`src/rtl/uart_tx_serializer.sv`:
```
// UART transmit serializer: frames a parallel byte as start, data (LSB first), optional parity, 1/2 stop bits.
// Latency: tx reflects the current state one clk later; first start bit begins after the first tick following accept.
// Backpressure: tx_ready is high only in IDLE; tx_valid held while not ready waits until the current frame completes.
module uart_tx_serializer #(
  parameter int DATA_BITS = 8
) (
  input  logic                 clk,
  input  logic                 rst,
  input  logic                 baud_tick,
  input  logic [DATA_BITS-1:0] tx_data,
  input  logic                 tx_valid,
  output logic                 tx_ready,
  input  logic                 parity_en,
  input  logic                 parity_odd,
  input  logic                 stop2,
  output logic                 tx,
  output logic                 tx_busy,
  output logic                 tx_done
);

  localparam int CW = (DATA_BITS > 1) ? $clog2(DATA_BITS) : 1;
  localparam logic [CW-1:0] LAST_BIT = CW'(DATA_BITS - 1);

  typedef enum logic [2:0] {
    IDLE   = 3'd0,
    ARM    = 3'd1,
    START  = 3'd2,
    DATA   = 3'd3,
    PARITY = 3'd4,
    STOP   = 3'd5
  } state_t;

  state_t               state, state_nxt;
  logic [DATA_BITS-1:0] shift_q, shift_nxt;
  logic [CW-1:0]        cnt_q, cnt_nxt;
  logic                 par_en_q, par_en_nxt;
  logic                 par_bit_q, par_bit_nxt;
  logic                 stop2_q, stop2_nxt;
  logic                 second_q, second_nxt;
  logic                 done_nxt;
  logic                 tx_nxt;
  logic                 accept;

  assign tx_ready = (state == IDLE);
  assign tx_busy  = (state != IDLE);
  assign accept   = tx_valid & tx_ready;

  // Next-state, datapath and line-level decode; every bit transition waits for a baud tick.
  always_comb begin
    state_nxt   = state;
    shift_nxt   = shift_q;
    cnt_nxt     = cnt_q;
    par_en_nxt  = par_en_q;
    par_bit_nxt = par_bit_q;
    stop2_nxt   = stop2_q;
    second_nxt  = second_q;
    done_nxt    = 1'b0;
    tx_nxt      = 1'b1;

    case (state)
      IDLE: begin
        // A tick coinciding with accept is deliberately not consumed: ARM waits for the next one.
        if (accept) begin
          state_nxt   = ARM;
          shift_nxt   = tx_data;
          par_en_nxt  = parity_en;
          par_bit_nxt = (^tx_data) ^ parity_odd;
          stop2_nxt   = stop2;
          cnt_nxt     = '0;
          second_nxt  = 1'b0;
        end
      end
      ARM: begin
        if (baud_tick) state_nxt = START;
      end
      START: begin
        tx_nxt = 1'b0;
        if (baud_tick) begin
          state_nxt = DATA;
          cnt_nxt   = '0;
        end
      end
      DATA: begin
        tx_nxt = shift_q[0];
        if (baud_tick) begin
          if (cnt_q == LAST_BIT) begin
            state_nxt  = par_en_q ? PARITY : STOP;
            second_nxt = 1'b0;
          end else begin
            shift_nxt = shift_q >> 1;
            cnt_nxt   = cnt_q + CW'(1);
          end
        end
      end
      PARITY: begin
        tx_nxt = par_bit_q;
        if (baud_tick) begin
          state_nxt  = STOP;
          second_nxt = 1'b0;
        end
      end
      STOP: begin
        if (baud_tick) begin
          if (stop2_q && !second_q) begin
            second_nxt = 1'b1;
          end else begin
            state_nxt = IDLE;
            done_nxt  = 1'b1;
          end
        end
      end
      default: begin
        state_nxt = IDLE;
      end
    endcase
  end

  // State, datapath and registered line output; reset aborts any frame and parks the line high.
  always_ff @(posedge clk) begin
    if (rst) begin
      state     <= IDLE;
      shift_q   <= '0;
      cnt_q     <= '0;
      par_en_q  <= 1'b0;
      par_bit_q <= 1'b0;
      stop2_q   <= 1'b0;
      second_q  <= 1'b0;
      tx        <= 1'b1;
      tx_done   <= 1'b0;
    end else begin
      state     <= state_nxt;
      shift_q   <= shift_nxt;
      cnt_q     <= cnt_nxt;
      par_en_q  <= par_en_nxt;
      par_bit_q <= par_bit_nxt;
      stop2_q   <= stop2_nxt;
      second_q  <= second_nxt;
      tx        <= tx_nxt;
      tx_done   <= done_nxt;
    end
  end

endmodule

```
`config.mk`:
```
export PLATFORM = sky130hd
export DESIGN_NAME = uart_tx_serializer
export DESIGN_NICKNAME = d
export VERILOG_FILES = /design/src/rtl/uart_tx_serializer.sv
export SDC_FILE = /design/constraint.sdc
export NUM_CORES = 1
export LEC_CHECK = 0
export ABC_AREA = 0
export BUFFER_PORTS_ARGS = -buffer_cell sky130_fd_sc_hd__buf_2
export CELL_PAD_IN_SITES_DETAIL_PLACEMENT = 0
export CELL_PAD_IN_SITES_GLOBAL_PLACEMENT = 1
export CORE_UTILIZATION = 30
export CTS_BUF_LIST = sky130_fd_sc_hd__clkbuf_8
export CTS_CLUSTER_DIAMETER = 120
export DETAILED_ROUTE_END_ITERATION = 8
export PLACE_DENSITY = 0.6
export REMOVE_ABC_BUFFERS = 1
export SLEW_MARGIN = 10
export SYNTH_ARGS = -nofsm -noshare
export SYNTH_HDL_FRONTEND = slang
export SYNTH_SLANG_ARGS = --single-unit
```
`constraint.sdc`:
```
create_clock -name clk -period 1.7 [get_ports clk]
set_clock_uncertainty 0.1 [all_clocks]
set_input_delay 0.17 -clock clk [delete_from_list [all_inputs] [get_ports clk]]
set_output_delay 0.17 -clock clk [all_outputs]
set_load 0.03 [all_outputs]
```
; ---- Word level (Yosys, flattened, before mapping)
; Index checks and enable logic that the tools add are counted.
[classes]
add_sub_neg = 1
n_eq_ne = 16
n_mux = 28
n_reduce_logical = 14
bitwise_logic = 4
[op_table]
columns = op, n
row1 = 2-to-1 mux 3 bit, 12
row2 = 2-to-1 mux 8 bit, 3
row3 = inequality test 2 bit (second input constant), 9
row4 = one-hot mux 3 bit (6 select lines), 1
row5 = one-hot mux 8 bit (2 select lines), 1
row6 = equality test 3 bit (second input constant), 3
row7 = one-hot mux 3 bit (3 select lines), 1
row8 = 2-to-1 mux 1 bit, 8
row9 = AND reduction 8 bit, 1
row10 = XOR reduction 8 bit, 1
row11 = AND reduction 7 bit, 1
row12 = equality test 3 x 2 -> 1 bit (second input constant), 2
row13 = nonzero test 3 bit, 2
row14 = AND reduction 5 bit, 1
row15 = one-hot mux 1 bit (4 select lines), 1
row16 = AND reduction 4 bit, 1
row17 = nonzero test 4 bit, 1
row18 = adder 3 x 1 -> 3 bit (second input constant), 1
row19 = equality test 3 x 1 -> 1 bit (second input constant), 1
row20 = logical NOT 3 bit, 1
row21 = one-hot mux 1 bit (3 select lines), 1
row22 = OR reduction 3 bit, 1
row23 = inequality test 2 x 1 -> 1 bit (second input constant), 1
row24 = NOT 1 bit, 2
row25 = 6 further kinds, 6
[word_totals]
elab_cells = 72
inputBits = 15
register_bits = 20

; ---- Longest topological paths before layout
; Gate-level depths: netlist of run 1.
[logic_depth]
ltp_word = 5
ltp_mapped = 7
depth_no_buf = 6

; ---- Least setup slack after synthesis of run 1
; No wires, ideal clock.
[synth_timing]
path_kind = register -> output
start = register state[1]
end = output port tx_busy
arrival_time_ns = 1.883
setup_slack_ns = -0.453
required_time_ns = 1.430
path_stages_with_launch = 5
n_path_buf = 2
cell_sequence = dfxtp_1 > buf_4 > clkbuf_1 > nor3_1 > inv_1
[synth_between]
elab_chain_len = 1
[synth_lines]
columns = element, line
row1 = "start, declared", 33  ; state_t state, state_nxt;
row2 = "start signal, assigned", 131  ; state <= state_nxt;
row3 = nonzero test 3 bit, 45  ; assign tx_busy = (state != IDLE);
row4 = "end, declared", 17  ; output logic tx_busy,
; Every way passes these cells.

; ---- Final worst setup path of run 1
[layout_timing]
start = register cnt_q[1]
end = register cnt_q[1]
[layout_between]
elab_chain_len = 4
elab_cells_between_ends = 7
[layout_lines]
columns = element, line
row1 = "start, declared", 35  ; logic [CW-1:0] cnt_q, cnt_nxt;
row2 = "start signal, assigned", 133  ; cnt_q <= cnt_nxt;
row3 = adder 3 x 1 -> 3 bit, 91  ; cnt_nxt = cnt_q + CW'(1);
row4 = 2-to-1 mux 3 bit, 86  ; if (cnt_q == LAST_BIT) begin
row5 = 2-to-1 mux 3 bit, 85  ; if (baud_tick) begin
row6 = one-hot mux 3 bit (3 select lines), 60  ; case (state)
; Parallel ways exist; a longest one is shown, timed or not. The select of a mux whose other input is x is not followed.
; A chain may end at the register's enable or synchronous reset.

==> results of run 1 <==
## sequential cells by signal, summed over array words and instances, names as in the netlist
signal,flops
par_bit_q,1
stop2_q,1
tx,1
cnt_q,3
tx_done,1
par_en_q,1
shift_q,8
state,3
second_q,1
## Yosys cell counts, types with 2 or more instances
cell,n
o31ai_1,2
xor2_1,2
mux2i_1,7
nand2b_1,5
ha_1,2
dfxtp_1,20
nor2b_1,2
or4b_1,2
o21ai_0,4
o32ai_1,2
nand2_1,6
nand4_1,2
a21oi_1,8
nand3b_1,4
xnor2_1,4
inv_1,2
buf_4,3
a211oi_1,5
nand3_1,5
clkbuf_1,4
a211oi_2,2
nor2_1,11
## worst max-delay path, stage by stage (launching register included)
cell and delay (ps):
dfxtp_1 340, ha_4 170, ha_4 160, nand2_2 80
a32oi_4 120, or4b_4 530, a21oi_2 120
## where the power goes
part / switching [mW] / internal [mW]
Clock: 0.163 / 0.158
Combinational: 0.639 / 0.659
Sequential: 0.121 / 0.598
Total: 0.924 / 1.42
## metal layers
layer  up-vias  wire length [µm]
li1        547                 -
met1       492              1210
met2        19              1380
met3         5                92
met4         0                26
met5         -                 0
## final cells by class
type | count | area share, %
Timing Repair Buffer | 39 | 17.0
Inverter | 2 | 0.479
Sequential cell | 20 | 26.0
Tap cell | 48 | 3.83
Clock buffer | 3 | 2.63
Multi-Input combinational cell | 97 | 50.0
## worst paths after layout
path / start / to / slack (ps) / cells after the start
min reg2reg: par_en_q / par_en_q / 360 / 2
max: cnt_q[1] / cnt_q[1] / 20 / 6
max reg2reg: cnt_q[1] / cnt_q[1] / 20 / 6
min: parity_en / par_en_q / 60 / 3
## placed cells by master (no fill, tap or decap), types with 4 or more instances in the layout
master	netlist	final
a211oi_2	2	4
nand2_1	6	5
a21oi_1	8	7
nor2_1	11	8
buf_4	3	20
nand3b_1	4	4
dfxtp_1	20	16
nand3_1	5	5
xnor2_1	4	4
mux2i_1	7	7
o21ai_0	4	4
nand2b_1	5	5
buf_2	1	17
## kinds of logic after synthesis
group,Yosys count,share of synthesized area (%)
AOI/OAI and AO/OA,34,21.5
xor gates and xnor gates,7,6.40
adders and majority gates,2,2.13
buffers and inverters,12,5.86
DFF,20,34.1
muxes,7,5.97
and+or+nand+nor,47,24.0
## per-stage QoR
stage	area (µm²)	utilization, %	total power, mW	setup WS (ps)	cells
2_1_floorplan	1110	-	1.37	-297	119
6_report	1570	42.2	2.34	20.7	209
3_3_place_gp	1370	36.9	1.78	-62.0	198
3_5_place_dp	1370	36.9	1.79	-123	198
5_1_grt	1570	42.2	2.50	-26.3	209
4_1_cts	1460	39.4	2.16	-22.1	202
## what timing repair did
action                                  4_1_cts  5_1_grt
endpoints found under the setup margin       16       16
buffers inserted                              1        7
gates resized for setup                       9       14
pin swaps                                     5        4
==> run metrics, run 1 <==
largest net degree at the start of global routing=23; initial antenna violation count=0; leakage power=0.651 nW; Die Y=about 65 µm; Die X=around 65 µm; GR Util met3=around 3.5%; first-pass GRT wire length=roughly 4600 µm; Yosys top cell area share=34.1%; worst rel slew slack=between 60% and 70%; P&R area growth vs syn=33.6%; CTS tree=done; met1 GRT Util=between 10% and 20%; Synth warnings=0; Worst-Margin Slew=a little over 500 ps; DRC viols=0; Worst Path Arrival=between 1500 and 2000 ps; crit path time final=~1700 ps; Core Area=around 3700 µm²; detailed placement HPWL=between 1500 and 2000 µm; mapped cell area=around 1200 µm²; synthesized area per cell=a little over 9 µm²; # hold bufs at CTS=0; Mapped Cells=about 130; Distinct cells, synth=between 40 and 50; worst vdd ir=656 µV; Crit Path Category=flop to flop; io pins=19; fill cell count=395; ys async rst share=0%; vias in the first global route=about 1100; multi-input logic area=a little under 800 µm²; setup TNS=0 ps; drt pass-1 iters=4; Hold WC Path Type=primary input to flop; clock buffer depth=2; Max Slew Vio Count=0; die area=4170 µm²; GRT Total Usage=around 14%; Remaining Overflow, GRT=0; startpoint types=flop; Seq. cell area=roughly 400 µm²; CP Data Required Time=roughly 1800 ps; row count=22; RSZ-0062 raised after global routing=true; Synth area leaders=dfxtp_1, mux2i_1, nor2_1, a21oi_1, a211oi_1; nets=180; H-tree depth=1; period utilization=98.8%; post-synthesis sequential area ratio=between 30 and 40%; gpl congestion=slightly below 0.8; Routed Antenna Nets=0; Clock Latency Late Sink=between 200 and 300 ps; EDFF count, synth=0; CTS buffer count=3; Sink Count=20; global routing's busiest layer=met2; power per cell area=1490 nW/µm²; input/output buffers=18; Vias/cell=about 5.1; cell type with the largest total area after synthesis=dfxtp_1; hold_ws=around 58 ps; total inserted antenna cells=0; met2 Use GR=25.9%; Initial Util=31.6%; run status=finished clean; clk root buf=clkbuf_8; Post-synth top flop=dfxtp_1; Max Cap Viol=0; final hold vios=0; final setup violating endpoints=0; final wirelength=between 2000 and 3000 µm; share of layout cells above drive strength 1=a little over 40%; Worst Setup End Kind=flop; DRT iter0 DRCs=72; Yosys reg bits=20; via count=1063; clk slew on worst S/H paths=around 80 ps; Fmax achieved=about 0.60 GHz; Max FO, Critical Path=5; Routed WL per cell=12.9 µm
No activity file was read; power rests on OpenSTA's default activity.
==> run 2, diff against run 1 <==
--- a/config.mk
+++ b/config.mk
@@ -9,6 +9,7 @@
 export BUFFER_PORTS_ARGS = -buffer_cell sky130_fd_sc_hd__buf_2
 export CELL_PAD_IN_SITES_DETAIL_PLACEMENT = 0
 export CELL_PAD_IN_SITES_GLOBAL_PLACEMENT = 1
+export CORE_ASPECT_RATIO = 1.25
 export CORE_UTILIZATION = 30
 export CTS_BUF_LIST = sky130_fd_sc_hd__clkbuf_8
 export CTS_CLUSTER_DIAMETER = 120
==> run metrics, run 2 (same netlist as run 1, synthesis figures left out) <==
H-tree depth=1 (unchanged); pre-CTS setup slack=-158 ps (-35.2 ps); Hold Path Stages=3 (unchanged); CTS buffer count=3 (unchanged); CP max stage cell=or4_4; clock buffer depth=2 (unchanged); nets=177 (-1.7%); vias in the first global route=998 (-5.0%); GRT Total Usage=14.1% (+0.16 points); met3 wire len=76 µm (-17%); Vias/cell=5.37 (+5.6%); top sig layer=met4; io pins=19 (unchanged); fill cell count=378 (-4.3%); CTS tree=done; Top Family by Delay on Critical Path=simple AND/OR/NAND/NOR gates; CP Data Required Time=1790 ps (about the same); startpoint of the worst hold path=stop2; die area=4170 µm² (about the same); largest net degree at the start of global routing=23 (unchanged); power consumption=2.48 mW (+5.9%); Worst Path Arrival=1800 ps (+20 ps); row count=25 (+14%); FF-to-FF End=cnt_q[0]; initial antenna violation count=0 (unchanged); Hold WC Path Type=primary input to flop; final hold vios=0 (unchanged); flip-flop count of the largest register after layout=8 (unchanged); startpoint types=flop; Max Slew Vio Count=0 (unchanged); crit path time final=1710 ps (+33.7 ps); DRT iter0 DRCs=39 (-46%); Crit Path Category=flop to flop; clk slew on worst S/H paths=80 ps (about the same); DRC viols=1 (+1); clk root buf=clkbuf_8; via count=1069 (+0.56%); Worst Setup End Kind=flop; Fmax achieved=0.584 GHz (-2.0%); Routed WL per cell=13.9 µm (+7.8%); Worst R2R Start=cnt_q[0]; CP bufs+invs=1 (+1); first-pass GRT wire length=4540 µm (-0.44%); Seq. cell area=408 µm² (unchanged); detailed placement HPWL=1900 µm (+1.3%); WL met2=1390 µm (+0.58%); period utilization=101% (+2.0 points); # hold bufs at CTS=0 (unchanged); Die Y=71.9 µm (+11%); power per cell area=1570 nW/µm² (+5.4%); worst vdd ir=589 µV (-10%); worst-path cell chain=ha_4, ha_4, nand2_4, a32oi_4, buf_6, or4_4, a21oi_2; final wirelength=2780 µm (+2.7%); P&R area growth vs syn=34.2%; Hold Path End=stop2_q; Post-Layout Inst Area=1580 µm² (+0.48%); wire length on met1=1270 µm (+5.3%); RSZ-0062 raised after global routing=true; share of layout cells above drive strength 1=40.9% (+0.51 points); most frequent cells in the layout=buf_2, dfxtp_1, buf_4; Worst-Margin Slew=491 ps (-25.5 ps); setup slack after layout=-13.0 ps (-33.7 ps); Post-DP Area=1370 µm² (-0.18%); worst rel slew slack=67.2% (+2.2 points); Routed Antenna Nets=0 (unchanged); failing checks=design-rule violations, negative setup slack; drt pass-1 iters=6 (+2); final setup violating endpoints=1 (+1); run status=finished, violations left; Clock Latency Late Sink=260 ps (about the same); most common cell after layout, fill and taps aside=buf_2; R2R cell count=7 (+1); R2R Setup Slk=-10 ps (-30 ps); Die X=57.9 µm (-10%); Core Area=3750 µm² (+1.0%); total inserted antenna cells=0 (unchanged); Max FO, Critical Path=4 (-1); hold_ws=47.3 ps (-10.7 ps); leakage power=0.660 nW (+1.4%); Initial Util=31.3% (-0.32 points); slowest cell delay on critical path=410 ps (-120 ps); most used cell, CP=ha_4; Most flops, register=shift_q; Max Cap Viol=0 (unchanged); gpl congestion=0.747 (-5.4%); Remaining Overflow, GRT=0 (unchanged); Sink Count=20 (unchanged); Top Registers=shift_q (8), cnt_q (3), state (3); input/output buffers=18 (unchanged); multi-input logic area=797 µm² (+1.6%)
==> run 2: report_power, final <==
part	internal [mW]	switching [mW]	leakage, nW	total [mW]
Clock	0.315	0.170	0.0357	0.485
Sequential	0.598	0.135	0.166	0.733
Combinational	0.621	0.638	0.459	1.26
Total	1.53	0.943	0.660	2.48
==> run 2: worst min-delay path, stage by stage <==
cell     delay (ps)
buf_2            90
nand3_1          50
a21oi_1          50
==> run 2: worst max-delay path by stage <==
| stage | from | to | slack [ps] | cells after the start |
|---|---|---|---|---|
| after floorplan | state[1] | tx_busy | -300 | 2 |
| after global placement | cnt_q[0] | cnt_q[1] | -50 | 6 |
| after detailed placement | cnt_q[0] | cnt_q[1] | -160 | 6 |
| after CTS | cnt_q[0] | cnt_q[0] | -10 | 7 |
| after global routing | cnt_q[0] | cnt_q[0] | -60 | 7 |
| final | cnt_q[0] | cnt_q[0] | -10 | 7 |
==> run 2: stage by stage <==
stage / cells / setup TNS, ps / util [%]
2_1_floorplan: 119 / -1300 / -
3_3_place_gp: 191 / -101 / 36.5
3_5_place_dp: 191 / -450 / 36.5
4_1_cts: 197 / -12.4 / 40.0
5_1_grt: 199 / -318 / 42.0
6_report: 199 / -13.0 / 42.0
==> run 2: routing by layer <==
layer  vias to the layer above  GRT usage, %
li1                        544             -
met1                       497          17.9
met2                        23          23.6
met3                         5          2.32
met4                         0          5.56
met5                         -             0
==> run 2: cell type report <==
type                       instances  area share, %
inverter                           2          0.477
sequential                        20           25.9
multi-input combinational         97           50.6
clock inverter                     1           1.91
timing repair buffer              36           15.3
tap                               40           3.18
clock buffer                       3           2.62
==> run 2: repair_timing <==
item                                   CTS  global route
resized for setup                       10            15
pin swaps                                4             3
setup endpoints to repair               14            17
setup buffers                            2             2
endpoints found under the hold margin    0             0
==> run 3, diff against run 2 <==
--- a/config.mk
+++ b/config.mk
@@ -14,7 +14,7 @@
 export CTS_BUF_LIST = sky130_fd_sc_hd__clkbuf_8
 export CTS_CLUSTER_DIAMETER = 120
 export DETAILED_ROUTE_END_ITERATION = 8
-export PLACE_DENSITY = 0.6
+export PLACE_DENSITY = 0.58
 export REMOVE_ABC_BUFFERS = 1
 export SLEW_MARGIN = 10
 export SYNTH_ARGS = -nofsm -noshare
==> constraint.sdc (replaced) <==
create_clock -name clk -period 2 [get_ports clk]
set_clock_uncertainty 0.1 [all_clocks]
set_input_delay 0.2 -clock clk [delete_from_list [all_inputs] [get_ports clk]]
set_output_delay 0.2 -clock clk [all_outputs]
set_load 0.03 [all_outputs]
==> run metrics, run 3 (same netlist as run 1, synthesis figures left out) <==
Die Y=71.9 µm (unchanged); Die X=57.9 µm (unchanged); clk slew on worst S/H paths=80 ps (about the same); Worst-Margin Slew=549 ps (+57.9 ps); Max Slew Vio Count=0 (unchanged); Clock Latency Late Sink=260 ps (about the same); CTS tree=done; Initial Util=31.3% (unchanged); share of layout cells above drive strength 1=24.0% (-17 points); Routed Antenna Nets=0 (unchanged); Non-Filler Instances=186 (-6.5%); clock buffer depth=2 (unchanged); crit path time final=1860 ps (+149 ps); clk root buf=clkbuf_8; power per cell area=1330 nW/µm² (-15%); run status=finished, violations left; failing checks=design-rule violations; row count=25 (unchanged); Inst Count DP=182 (-4.7%); final wirelength=2580 µm (-7.0%); R2R cell count=6 (-1); H-tree depth=1 (unchanged); # hold bufs at CTS=0 (unchanged); Post-DP Area=1300 µm² (-4.9%); DRT iter0 DRCs=33 (-15%); gpl congestion=0.724 (-3.1%); Worst Path Arrival=1950 ps (+150 ps); Crit Path Category=flop to flop; leakage power=0.578 nW (-12%); power consumption=1.84 mW (-26%); CP Capture Point=cnt_q[1]; drt pass-1 iters=6 (unchanged); initial antenna violation count=0 (unchanged); setup TNS=0 ps (+13.0 ps); Post-CTS Setup Bufs=0 (-2); via count=981 (-8.2%); input/output buffers=18 (unchanged); detailed placement HPWL=1870 µm (-1.5%); total inserted antenna cells=0 (unchanged); GRT Total Usage=14.0% (-0.069 points); post_cts resized=0 (-10); Top Registers=shift_q (8), cnt_q (3), state (3); most common cell after layout, fill and taps aside=dfxtp_1; DRC viols=2 (+1); Routed WL per cell=13.9 µm (-0.49%); vias in the first global route=969 (-2.9%); Remaining Overflow, GRT=0 (unchanged); nets=164 (-7.3%); RSZ-0062 raised after global routing=false; Post-Layout Inst Area=1380 µm² (-12%); crit path from=cnt_q[0]; most frequent cells in the layout=dfxtp_1, buf_2, nor2_1; startpoint types=flop; worst vdd ir=354 µV (-40%); Fmax achieved=0.537 GHz (-8.0%); final hold vios=0 (unchanged); Worst R2R Start=cnt_q[0]; CTS buffer count=3 (unchanged); io pins=19 (unchanged); Max Cap Viol=0 (unchanged); CP Data Required Time=2080 ps (+290 ps); die area=4170 µm² (unchanged); period utilization=93.1% (-7.7 points); R2R Setup Slk=140 ps (+150 ps); flip-flop count of the largest register after layout=8 (unchanged); FF-to-FF End=cnt_q[1]; Core Area=3750 µm² (unchanged); Most flops, register=shift_q; largest net degree at the start of global routing=23 (unchanged); P&R area growth vs syn=17.6%; Vias/cell=5.27 (-1.8%); first-pass GRT wire length=4570 µm (+0.75%); Max FO, Critical Path=6 (+2); worst rel slew slack=62.9% (-4.3 points); final setup violating endpoints=0 (-1); Sink Count=20 (unchanged); fin util=36.8% (-5.2 points); Worst Setup End Kind=flop; Hold WC Path Type=primary input to flop
[run 3: cell count changes in the layout (fill, tap and decap cells not counted), sizes merged]
cell	previous run	this run
buf	36	23
[run 3: area by class of cell]
| cell class | instances | area [µm²] |
|---|---|---|
| flip-flops and latches | 20 | 402 |
| repair buffers | 23 | 140 |
| inverters | 2 | 7.51 |
| clock buffers | 3 | 41.3 |
| clock inverters | 1 | 30.0 |
| multi-input cells | 97 | 709 |
| well taps | 40 | 50.0 |
| fillers | 402 | 2370 |
[run 3: worst min-delay path by stage]
stage | start | endpoint | slack [ps] | cells past startpoint
floorplan | rst | shift_q[5] | 160 | 1
global placement | par_en_q | par_en_q | 350 | 2
detailed placement | par_en_q | par_en_q | 350 | 2
CTS | stop2 | stop2_q | 70 | 3
global route | stop2 | stop2_q | 80 | 3
finish | stop2 | stop2_q | 80 | 3
[run 3: critical path: stages, from the launching register on]
cell and delay (ps):
dfxtp_1 320, ha_1 200, ha_1 210, nand2_1 70, a32oi_1 170, or4b_1 560, a21oi_1 160
[run 3: layer usage]
| metal | global-route usage, % | vias up | routed length (µm) |
|---|---|---|---|
| met2 | 22.9 | 18 | 1220 |
| met3 | 2.50 | 2 | 113 |
| met4 | 4.76 | 0 | 12 |
| li1 | - | 518 | - |
| met1 | 18.5 | 443 | 1240 |
| met5 | 0 | - | 0 |
[run 3: per-stage QoR]
stage               hold slack, ps  setup WS, ps
floorplan                      165         -27.2
global placement               347           242
detailed placement             351           139
CTS                           73.8          97.2
global route                  75.3          34.0
finish                        81.6           138
[run 3: power by group]
part | switching [mW] | leakage (nW) | internal, mW | total (mW)
registers | 0.125 | 0.164 | 0.500 | 0.625
logic | 0.443 | 0.378 | 0.361 | 0.804
clock network | 0.140 | 0.0357 | 0.267 | 0.407
